==> config.mk <==
export PLATFORM = sky130hd
export DESIGN_NAME = pipelined_cla_addsub
export DESIGN_NICKNAME = d
export VERILOG_FILES = /design/src/rtl/pipelined_cla_addsub.sv
export SDC_FILE = /design/constraint.sdc
export NUM_CORES = 1
export LEC_CHECK = 0
export ABC_AREA = 1
export BUFFER_PORTS_ARGS = -buffer_cell sky130_fd_sc_hd__buf_4
export CELL_PAD_IN_SITES_DETAIL_PLACEMENT = 1
export CELL_PAD_IN_SITES_GLOBAL_PLACEMENT = 1
export CORE_ASPECT_RATIO = 0.9
export CORE_MARGIN = 5
export CORE_UTILIZATION = 45
export DETAILED_ROUTE_END_ITERATION = 10
export GPL_TIMING_DRIVEN = 0
export PLACE_DENSITY_LB_ADDON = 0.1
export SKIP_CTS_REPAIR_TIMING = 1
export SYNTH_ARGS = -nofsm -noshare
export SYNTH_HDL_FRONTEND = slang
export SYNTH_SLANG_ARGS = --single-unit
==> constraint.sdc <==
create_clock -name clk_i -period 5.59 [get_ports clk_i]
set_clock_uncertainty 0.15 [all_clocks]
set_input_delay 0.2795 -clock clk_i [delete_from_list [all_inputs] [get_ports clk_i]]
set_output_delay 0.2795 -clock clk_i [all_outputs]
set_load 0.005 [all_outputs]
==> src/rtl/pipelined_cla_addsub.sv <==
// rtl/pipelined_cla_addsub.sv - pipelined carry-lookahead adder/subtractor
// One BLOCK-bit slice per stage; slice carries and skewed operands/results are registered.
`timescale 1ns/1ps
module pipelined_cla_addsub #(
   parameter int WIDTH = 64,
   parameter int BLOCK = 16
) (
   input  logic             clk_i,
   input  logic             rst_i,
   input  logic             in_valid_i,
   output logic             in_ready_o,
   input  logic [WIDTH-1:0] a_i,
   input  logic [WIDTH-1:0] b_i,
   input  logic             cin_i,
   input  logic             sub_i,
   output logic             out_valid_o,
   input  logic             out_ready_i,
   output logic [WIDTH-1:0] sum_o,
   output logic             cout_o,
   output logic             ovf_o,
   output logic             zero_o
);

   localparam int STAGES = WIDTH / BLOCK;
   localparam int GROUPS = BLOCK / 4;

   logic             adv;
   logic [WIDTH-1:0] bx;
   logic             c0;

   // Subtraction is a + ~b + ~borrow, so only the operand and carry-in change.
   assign bx         = sub_i ? ~b_i : b_i;
   assign c0         = sub_i ^ cin_i;
   assign adv        = ~out_valid_o | out_ready_i;
   assign in_ready_o = adv;

   // Returns {carry_out, sum} for one slice built from 4-bit CLA groups.
   function automatic logic [BLOCK:0] cla_slice(input logic [BLOCK-1:0] x,
                                                input logic [BLOCK-1:0] y,
                                                input logic             ci);
      logic [BLOCK-1:0]  g;
      logic [BLOCK-1:0]  p;
      logic [BLOCK-1:0]  s;
      logic [GROUPS-1:0] gg;
      logic [GROUPS-1:0] gp;
      logic [GROUPS:0]   gc;
      logic [3:0]        c;
      g = x & y;
      p = x ^ y;
      for (int j = 0; j < GROUPS; j++) begin
         gg[j] = g[4*j+3]
               | (p[4*j+3] & g[4*j+2])
               | (p[4*j+3] & p[4*j+2] & g[4*j+1])
               | (p[4*j+3] & p[4*j+2] & p[4*j+1] & g[4*j]);
         gp[j] = &p[4*j +: 4];
      end
      gc[0] = ci;
      for (int j = 0; j < GROUPS; j++) begin
         gc[j+1] = gg[j] | (gp[j] & gc[j]);
      end
      s = '0;
      for (int j = 0; j < GROUPS; j++) begin
         c[0] = gc[j];
         c[1] = g[4*j] | (p[4*j] & c[0]);
         c[2] = g[4*j+1] | (p[4*j+1] & g[4*j]) | (p[4*j+1] & p[4*j] & c[0]);
         c[3] = g[4*j+2] | (p[4*j+2] & g[4*j+1]) | (p[4*j+2] & p[4*j+1] & g[4*j])
              | (p[4*j+2] & p[4*j+1] & p[4*j] & c[0]);
         s[4*j +: 4] = p[4*j +: 4] ^ c;
      end
      return {gc[GROUPS], s};
   endfunction

   for (genvar s = 0; s < STAGES; s++) begin : g_stage
      localparam int W_IN = WIDTH - s * BLOCK;

      logic [W_IN-1:0]          pa;
      logic [W_IN-1:0]          pb;
      logic                     pc;
      logic                     pv;
      logic [BLOCK-1:0]         ss;
      logic                     sc;
      logic [(s+1)*BLOCK-1:0]   sum_d;
      logic [(s+1)*BLOCK-1:0]   sum_q;
      logic                     c_q;
      logic                     v_q;

      if (s == 0) begin : g_src
         assign pa    = a_i;
         assign pb    = bx;
         assign pc    = c0;
         assign pv    = in_valid_i;
         assign sum_d = ss;
      end else begin : g_src
         assign pa    = g_stage[s-1].g_fwd.a_q;
         assign pb    = g_stage[s-1].g_fwd.b_q;
         assign pc    = g_stage[s-1].c_q;
         assign pv    = g_stage[s-1].v_q;
         assign sum_d = {ss, g_stage[s-1].sum_q};
      end

      assign {sc, ss} = cla_slice(pa[BLOCK-1:0], pb[BLOCK-1:0], pc);

      always_ff @(posedge clk_i) begin
         if (rst_i) begin
            sum_q <= '0;
            c_q   <= 1'b0;
            v_q   <= 1'b0;
         end else if (adv) begin
            sum_q <= sum_d;
            c_q   <= sc;
            v_q   <= pv;
         end
      end

      if (s < STAGES - 1) begin : g_fwd
         logic [W_IN-BLOCK-1:0] a_q;
         logic [W_IN-BLOCK-1:0] b_q;
         always_ff @(posedge clk_i) begin
            if (rst_i) begin
               a_q <= '0;
               b_q <= '0;
            end else if (adv) begin
               a_q <= pa[W_IN-1:BLOCK];
               b_q <= pb[W_IN-1:BLOCK];
            end
         end
      end else begin : g_out
         logic cmsb;
         logic ovf_q;
         logic zero_q;
         // Carry into the MSB recovered from its sum bit: s = a ^ b ^ c.
         assign cmsb = pa[BLOCK-1] ^ pb[BLOCK-1] ^ ss[BLOCK-1];
         always_ff @(posedge clk_i) begin
            if (rst_i) begin
               ovf_q  <= 1'b0;
               zero_q <= 1'b0;
            end else if (adv) begin
               ovf_q  <= cmsb ^ sc;
               zero_q <= (sum_d == '0);
            end
         end
      end
   end

   assign out_valid_o = g_stage[STAGES-1].v_q;
   assign sum_o       = g_stage[STAGES-1].sum_q;
   assign cout_o      = g_stage[STAGES-1].c_q;
   assign ovf_o       = g_stage[STAGES-1].g_out.ovf_q;
   assign zero_o      = g_stage[STAGES-1].g_out.zero_q;

endmodule
# --- Yosys cells after proc, flatten, opt, wreduce, memory -nomap -nowiden ---
# Index checks and enable logic that the tools add are counted.
word_totals:
  elab_cells: 469
  out_inout_bits: 69
  input_bits: 134
  register_bits: 362
op_classes:
  reduce_logical: 17
  mux: 1
  bitwise_logic: 431
op_table:
  columns: ["operator", "count"]
  rows:
  - ["$and A1 B1 Y1", 240]
  - ["$or A1 B1 Y1", 161]
  - ["$and A16 B16 Y16", 4]
  - ["$logic_not A64 Y1", 1]
  - ["$mux W64", 1]
  - ["$not A64 Y64", 1]
  - ["$reduce_and A4 Y1", 16]
  - ["$xor A16 B16 Y16", 4]
  - ["$xor A4 B4 Y4", 16]
  - ["$xor A1 B1 Y1", 4]
  - ["$not A1 Y1", 1]

# --- Logic depth before layout (Yosys ltp) ---
# Gate-level depths: netlist of the first run.
logic_depth:
  ltp_word: 15
  ltp_mapped: 21
  ltp_nobuf: 21

# --- Least setup slack after synthesis of the first run ---
# OpenSTA, ideal clock, no wires.
synth_timing:
  kind: "in2reg"
  start: "input port sub_i"
  end: "register g_stage[0].sum_q[13]"
  path_buffers: 2
  t_required_ns: 5.312
  cell_stages: 17
  t_arrival_ns: 2.558
  setup_ns: 0.128
  setup_slack_ns: 2.753
  cell_sequence: "buf_2 buf_2 xor2_1 ha_1 nand2_1 inv_1 nand3_1 or2_1 nand3_1 nand2_1 nand3_2 nand2_1 nand2_1 inv_1 fa_1 xor2_1 a21oi_1"
synth_via:
  elab_chain_len: 14
  elab_cells_between_ends: 40
synth_lines:
  columns: ["element", "line", "rtl"]
  rows:
  - ["start: declaration", "15", "input logic sub_i,"]
  - ["$mux W64", "32", "assign bx = sub_i ? ~b_i : b_i;"]
  - ["$xor A16 B16 Y16 or $and A16 B16 Y16 (tied branches)", "49, 48", null]
  - ["$and A1 B1 Y1 (on tied branches)", "52, 53, 54", null]
  - ["$or A1 B1 Y1, or another cell as far along", "52", "| (p[4*j+3] & g[4*j+2])"]
  - ["$or A1 B1 Y1 or $and A1 B1 Y1 (tied branches)", "53, 54", null]
  - ["$or A1 B1 Y1", "54", "| (p[4*j+3] & p[4*j+2] & p[4*j+1] & g[4*j]);"]
  - ["$or A1 B1 Y1", "59", "gc[j+1] = gg[j] | (gp[j] & gc[j]);"]
  - ["$and A1 B1 Y1", "59", null]
  - ["$or A1 B1 Y1", "59", null]
  - ["$and A1 B1 Y1", "59", null]
  - ["$or A1 B1 Y1", "59", null]
  - ["$and A1 B1 Y1", "64", "c[1] = g[4*j] | (p[4*j] & c[0]);"]
  - ["$or A1 B1 Y1", "64", null]
  - ["$xor A4 B4 Y4 (*)", "68", "s[4*j +: 4] = p[4*j +: 4] ^ c;"]
  - ["end signal: assignment", "109", "sum_q <= sum_d;"]
  - ["end: declaration", "83", "logic [(s+1)*BLOCK-1:0] sum_q;"]
# Mark *: on every way between the ends. The rest lies on a longest branch, timed or not.
# A chain may end at the register's enable or synchronous reset.

# --- Worst setup path after layout of the first run ---
# Ends and elaborated chain as after synthesis.

==> impl_metrics.ini, run 1 <==
[setup_path]
cpPeakStageDelay_ns = 0.54
cp_top_family = buffers and inverters
arrival_ns = 3.72
worst-setup-path-type = in2reg
ff2ff_path_depth = 21
cp-start-kind = input pin
cp_common_cell = nand2_1
path_cells = buf_4, buf_2, buf_2, xnor2_1, inv_1, ha_1, nand3_1, or2_1, nand3_1, nand2_1, nand3_2, nand2_1, nand2_1, inv_1, fa_1, xor2_1, a21oi_1
critPathBufInv = 5
worstPathRequired_ns = 5.84
crit_cells = 17
worst-path-max-fanout = 10
cp-end-kind = flip-flop
cp_slowest_cell = buf_2

[sta]
drv_slew = 0
hold_slack_ns = 0.111
max_slew.worst_pin.slew_ns = 1.22
fin_crit_sh_pct = 62.2
final.min_clock_period_ns = 3.48
rsz0062_at_grt = false
hold_viol = 0
final.setup.tns_ns = 0
setup_violations = 0
fmax_mhz = 288
relSlewSlack_pct = 18.8

[global_route]
grt_antenna_before_repair = 2
grt_start_max_net_pins = 14
grt_usage_pct = 26.9
grt_overflow = 0
first_global_vias = 15500
grt_pass1_wl_mm = 84.5

[hold_path]
min_path_type = in2reg
hold_depth = 4

[yosys]
seq_area_frac_synth_pct = 45.6
ys_types = 41
synthTopCellsByArea = dfxtp_1 (46%), o21ai_0 (11%), nor2_1 (9.2%)
synth.largest_area_cell = dfxtp_1
syn_area_um2 = 15900
yosysTopAreaCellShare_pct = 45.6
synthCells = 2019
ys_seq_elements = 362
post_synth.cell_area_avg_um2 = 7.88
yosys_warnings = 0
synth.net_count = 2233

[floorplan]
die_h_um = 188
num_io_pins = 203
num_rows = 65
die-area_um2 = 39200
die_w_um = 208
start_util_pct = 45.5
core_um2 = 35000

[detailed_routing]
initialDrtViolationCount = 847
route.detailed.drc = 0
dr.pass1.iters = 5
detail-route-antenna-nets = 0
wl_per_cell_um = 20.6
vias = 15500
via_per_inst = 5.44
finalWirelength_mm = 58.8

[power]
total_power_w = 0.00653
leakage_nw = 8.99
power_density_nw_per_um2 = 322
irDropWorstVdd_mv = 0.210

[clock_tree]
clk_path_buf_depth = 3
clockRootBuffer = clkbuf_16
cts_max_level = 2
cts_made_buffers = 39
clk_latency_ns = 0.53
cts_tree = yes
clk_pin_slew_ns = 0.07
clock-sinks = 362

[flow_run]
drv_cap = 0

[outcome]
outcome = finished, final reports clean

[cells_and_area]
fin_nets = 2574
seq_area_um2 = 7250
multiInputGateArea_um2 = 7570
n_antenna_cell = 0
drive_gt1_share_pct = 12.7
finalNonFillerCells = 2854
final_area_um2 = 20300
fillers = 4290
area_delta_synth_final_pct = 27.4

[place]
dp.cells = 2690
port_buffers = 202
dpl_cell_area_um2 = 18000
gp_congestion = 0.882
dp_hpwl_mm = 40.9
[cell usage after synthesis (all sizes together)]
master and n:
xor2 23, a31oi 15, and2 1, nand3 62, a21o 5, fa 16, clkbuf 117, a211oi 1
dfxtp 362, and3 4, a221oi 5, a2111oi 1, nand2 121, inv 155, buf 12, nor3 4
o21ai 352, o21bai 13, ha 64, or2 2, a21oi 186, nor2 391, o2111ai 1, o211ai 17
xnor2 64, nand4 12, clkinv 2, o221ai 1, nand3b 10
[cells in the final DEF (no fill, tap or decap), drive strengths merged, types with 62 or more instances in the layout]
master,count
nand2,121
o21ai,352
ha,64
nand3,62
dfxtp,362
xnor2,64
a21oi,186
buf,214
inv,155
dlygate4sd3,98
nor2,391
clkbuf,173
[tightest hold or removal path: stages]
cell	delay, ns
buf_4	0.11
inv_1	0.08
fa_1	0.19
a21oi_1	0.06
[registers in the layout, indices dropped and copies added, names as in the netlist, 3 cells and up]
signal             count
g_stage.v_q            3
g_stage.sum_q         96
g_stage.c_q            3
g_stage.g_fwd.a_q     96
sum_o                 64
g_stage.g_fwd.b_q     96
[final timing paths]
| path | startpoint | to | slack (ns) |
|---|---|---|---|
| setup / recovery | sub_i | g_stage[0].sum_q[13] | 2.11 |
| hold reg to reg | g_stage[0].g_fwd.b_q[18] | g_stage[1].g_fwd.b_q[2] | 0.30 |
| setup reg to reg | g_stage[2].g_fwd.a_q[1] | zero_o | 2.25 |
| hold / removal | a_i[4] | g_stage[0].sum_q[4] | 0.11 |
[stage by stage]
| step | setup WS [ns] | utilization, % |
|---|---|---|
| floorplan | 2.75 | - |
| global placement | 1.72 | 51.5 |
| detailed placement | 1.61 | 51.5 |
| CTS | 2.15 | 55.1 |
| global route | 2.00 | 57.9 |
| finish | 2.11 | 57.9 |
[area by class of cell]
cell class	instances	share of cell area, %
sequential	362	35.8
buffer	129	2.45
inverter	157	2.91
multi-input combinational	1371	37.3
tap	469	2.90
clock inverter	10	0.531
clock buffer	56	5.79
timing repair buffer	300	12.3
[kinds of logic (layout without fill, tap and decap cells)]
kind of cell / Yosys count / in the layout / share of synthesized area [%]
xor+xnor: 87 / 87 / 4.84
fa+ha+maj: 80 / 80 / 7.05
buf+inv: 286 / 652 / 6.83
compound gates: 597 / 597 / 19.8
flops: 362 / 362 / 45.6
simple gates: 607 / 607 / 15.9
[power by group]
group / total (W) / switching [W] / internal, W
registers: 0.00293 / 0.000141 / 0.00279
logic: 0.00100 / 0.000569 / 0.000432
clock network: 0.00260 / 0.00106 / 0.00155
[per-layer routing]
layer / vias up / global-route usage, % / part of all wire (%)
met4: 0 / 9.80 / 4.0
met1: 7570 / 34.2 / 43
met2: 456 / 46.2 / 48
li1: 7359 / - / -
met3: 137 / 4.44 / 5.6
met5: - / 0 / 0
Note: power is estimated with default switching activity, not from simulation.
==> run 2, diff against run 1 <==
--- a/config.mk
+++ b/config.mk
@@ -11,7 +11,7 @@
 export CELL_PAD_IN_SITES_GLOBAL_PLACEMENT = 1
 export CORE_ASPECT_RATIO = 0.9
 export CORE_MARGIN = 5
-export CORE_UTILIZATION = 45
+export CORE_UTILIZATION = 43
 export DETAILED_ROUTE_END_ITERATION = 10
 export GPL_TIMING_DRIVEN = 0
 export PLACE_DENSITY_LB_ADDON = 0.1
==> constraint.sdc (replaced) <==
create_clock -name clk_i -period 3.25 [get_ports clk_i]
set_clock_uncertainty 0.15 [all_clocks]
set_input_delay 0.1625 -clock clk_i [delete_from_list [all_inputs] [get_ports clk_i]]
set_output_delay 0.1625 -clock clk_i [all_outputs]
set_load 0.005 [all_outputs]
==> run 2 against run 1 <==
Compared with the run above:
- the flow now finishes with violations (negative hold slack)
- clock-buffer cell count fell by 1
- first-iteration DRC count rose by 5.4%
- final cell count rose by 0.53%
- global-route usage fell by 0.26 points
- worst hold slack got worse by 0.12 ns
- worst setup slack got worse by 2.1 ns
==> impl_metrics.ini, run 2 (same netlist as run 1, synthesis figures left out) <==
[outcome]
outcome = complete, but fails checks
violations = negative hold slack

[clock_tree]
clockRootBuffer = clkbuf_16
clk_pin_slew_ns = 0.06
cts_tree = yes
clock-sinks = 362
cts_made_buffers = 40
clk_path_buf_depth = 3
cts_max_level = 2
clk_latency_ns = 0.55

[power]
leakage_nw = 9.02
irDropWorstVdd_mv = 0.319
power_density_nw_per_um2 = 557

[sta]
hold_viol = 2
relSlewSlack_pct = 29.5
fmax_mhz = 313
fin_crit_sh_pct = 98.4
setup_violations = 0
final.min_clock_period_ns = 3.20
rsz0062_at_grt = true
hold_slack_ns = -0.00521
max_slew.worst_pin.slew_ns = 1.06
drv_slew = 0

[global_route]
first_global_vias = 15500
grt_pass1_wl_mm = 85.6
grt_usage_pct = 26.6
grt_overflow = 0
grt_start_max_net_pins = 14
grt_antenna_before_repair = 0

[setup_path]
path_cells = ha_4, nand2_1, nand2_1, nor2_2, nand3_2, nand2_2, nand2_2, nand2_2, nand2_4, fa_1, inv_2, nand4_1, nor2_1, nand2_1, nor2_1, nand3_1, nor2_1, nand3_2, nor2_2, nand3_2, a21oi_2
cp-end-kind = flip-flop
arrival_ns = 3.53
r2r_start = g_stage[2].g_fwd.a_q[3]
worst-path-max-fanout = 5
ff2ff_path_depth = 21
r2r_end = zero_o
critPathBufInv = 1
cp_slowest_cell = fa_1
worstPathRequired_ns = 3.58
rrSetupSlack_ns = 0.05
cp_top_family = simple AND/OR/NAND/NOR gates
cpPeakStageDelay_ns = 0.55
worst-setup-path-type = reg2reg
cp-start-kind = flip-flop

[detailed_routing]
detail-route-antenna-nets = 0
initialDrtViolationCount = 893
via_per_inst = 5.33
wl_per_cell_um = 20.1
dr.pass1.iters = 5
vias = 15300
finalWirelength_mm = 57.5
route.detailed.drc = 0

[floorplan]
num_rows = 66
die-area_um2 = 40900
start_util_pct = 43.8
num_io_pins = 203
die_w_um = 213
core_um2 = 36300
die_h_um = 192

[hold_path]
hp-start = sub_i
hold_path_end = g_stage[0].g_fwd.b_q[3]
hold_depth = 3
min_path_type = in2reg

[cells_and_area]
final_cell_mix = nor2_1 (389), dfxtp_1 (358), o21ai_0 (350), buf_4 (205), a21oi_1 (182)
fin_nets = 2578
n_antenna_cell = 0
fin_util_pct = 56.3
final_common_cell = nor2_1
fillers = 4421
reg.largest.list = g_stage.g_fwd.a_q: 96 flops, g_stage.g_fwd.b_q: 96 flops, g_stage.sum_q: 96 flops
drive_gt1_share_pct = 13.4
area_delta_synth_final_pct = 28.6

[place]
gp_congestion = 0.857
dp_hpwl_mm = 40.6
port_buffers = 202

[flow_run]
drv_cap = 0
[run 2: cell count changes in the layout (fill, tap and decap cells not counted), moves of 2 or more]
| cell | change |
|---|---|
| clkinv_2 | +2 |
| clkinv_4 | -2 |
| dlygate4sd3_1 | +2 |
| buf_2 | -2 |
| clkbuf_1 | -2 |
| inv_6 | +2 |
| dfxtp_1 | -4 |
| ha_4 | +5 |
| clkinvlp_4 | +3 |
| buf_4 | +3 |
| ha_1 | -5 |
| dfxtp_2 | +4 |
[run 2: final cells by class]
| type | count | area (µm²) | share of cell area (%) |
|---|---|---|---|
| well taps | 476 | 596 | 2.91 |
| flip-flops and latches | 362 | 7250 | 35.5 |
| multi-input cells | 1371 | 7640 | 37.4 |
| clock inverters | 16 | 170 | 0.832 |
| inverters | 157 | 589 | 2.88 |
| repair buffers | 305 | 2540 | 12.4 |
| clock buffers | 55 | 1170 | 5.72 |
| plain buffers | 127 | 490 | 2.40 |
[run 2: worst reg2reg max path, stage by stage (launching register included)]
cell and delay (ns):
dfxtp_2 0.34, ha_4 0.26, nand2_1 0.06, nand2_1 0.07, nor2_2 0.13, nand3_2 0.11
nand2_2 0.09, nand2_2 0.08, nand2_2 0.09, nand2_4 0.07, fa_1 0.55, inv_2 0.10
nand4_1 0.11, nor2_1 0.11, nand2_1 0.09, nor2_1 0.10, nand3_1 0.09, nor2_1 0.15
nand3_2 0.09, nor2_2 0.09, nand3_2 0.08, a21oi_2 0.13
[run 2: routing by layer]
| layer | GRT usage [%] | up-vias | routed length [µm] |
|---|---|---|---|
| met2 | 46.3 | 367 | 28000 |
| met1 | 34.5 | 7442 | 25200 |
| met4 | 6.92 | 0 | 1420 |
| met3 | 4.32 | 83 | 2880 |
| met5 | 0 | - | 0 |
| li1 | - | 7386 | - |
[run 2: through the flow]
step,power (W),worst slack [ns],setup TNS (ns),instances,area (µm²)
floorplan,0.00601,0.468,0,2019,15900
global placement,0.00663,-0.534,-1.44,2697,18000
detailed placement,0.00669,-0.623,-2.31,2697,18000
CTS,0.0113,-0.0811,-0.151,2768,19400
global route,0.0119,-0.139,-0.139,2869,20400
finish,0.0114,0.0521,0,2869,20400
[run 2: how the worst max path moves through the flow]
stage | start | end | slack (ns) | cells past startpoint
2_1_floorplan | g_stage[2].g_fwd.a_q[3] | zero_o | 0.47 | 21
3_3_place_gp | sub_i | g_stage[0].sum_q[13] | -0.53 | 17
3_5_place_dp | sub_i | g_stage[0].sum_q[13] | -0.62 | 17
4_1_cts | g_stage[2].g_fwd.a_q[3] | zero_o | -0.08 | 21
5_1_grt | g_stage[2].g_fwd.a_q[3] | zero_o | -0.14 | 21
6_report | g_stage[2].g_fwd.a_q[3] | zero_o | 0.05 | 21
[run 2: report_power, final]
group | leakage [nW] | internal, W | switching, W
logic | 5.38 | 0.000751 | 0.000960
registers | 2.98 | 0.00480 | 0.000237
clock network | 0.659 | 0.00276 | 0.00189
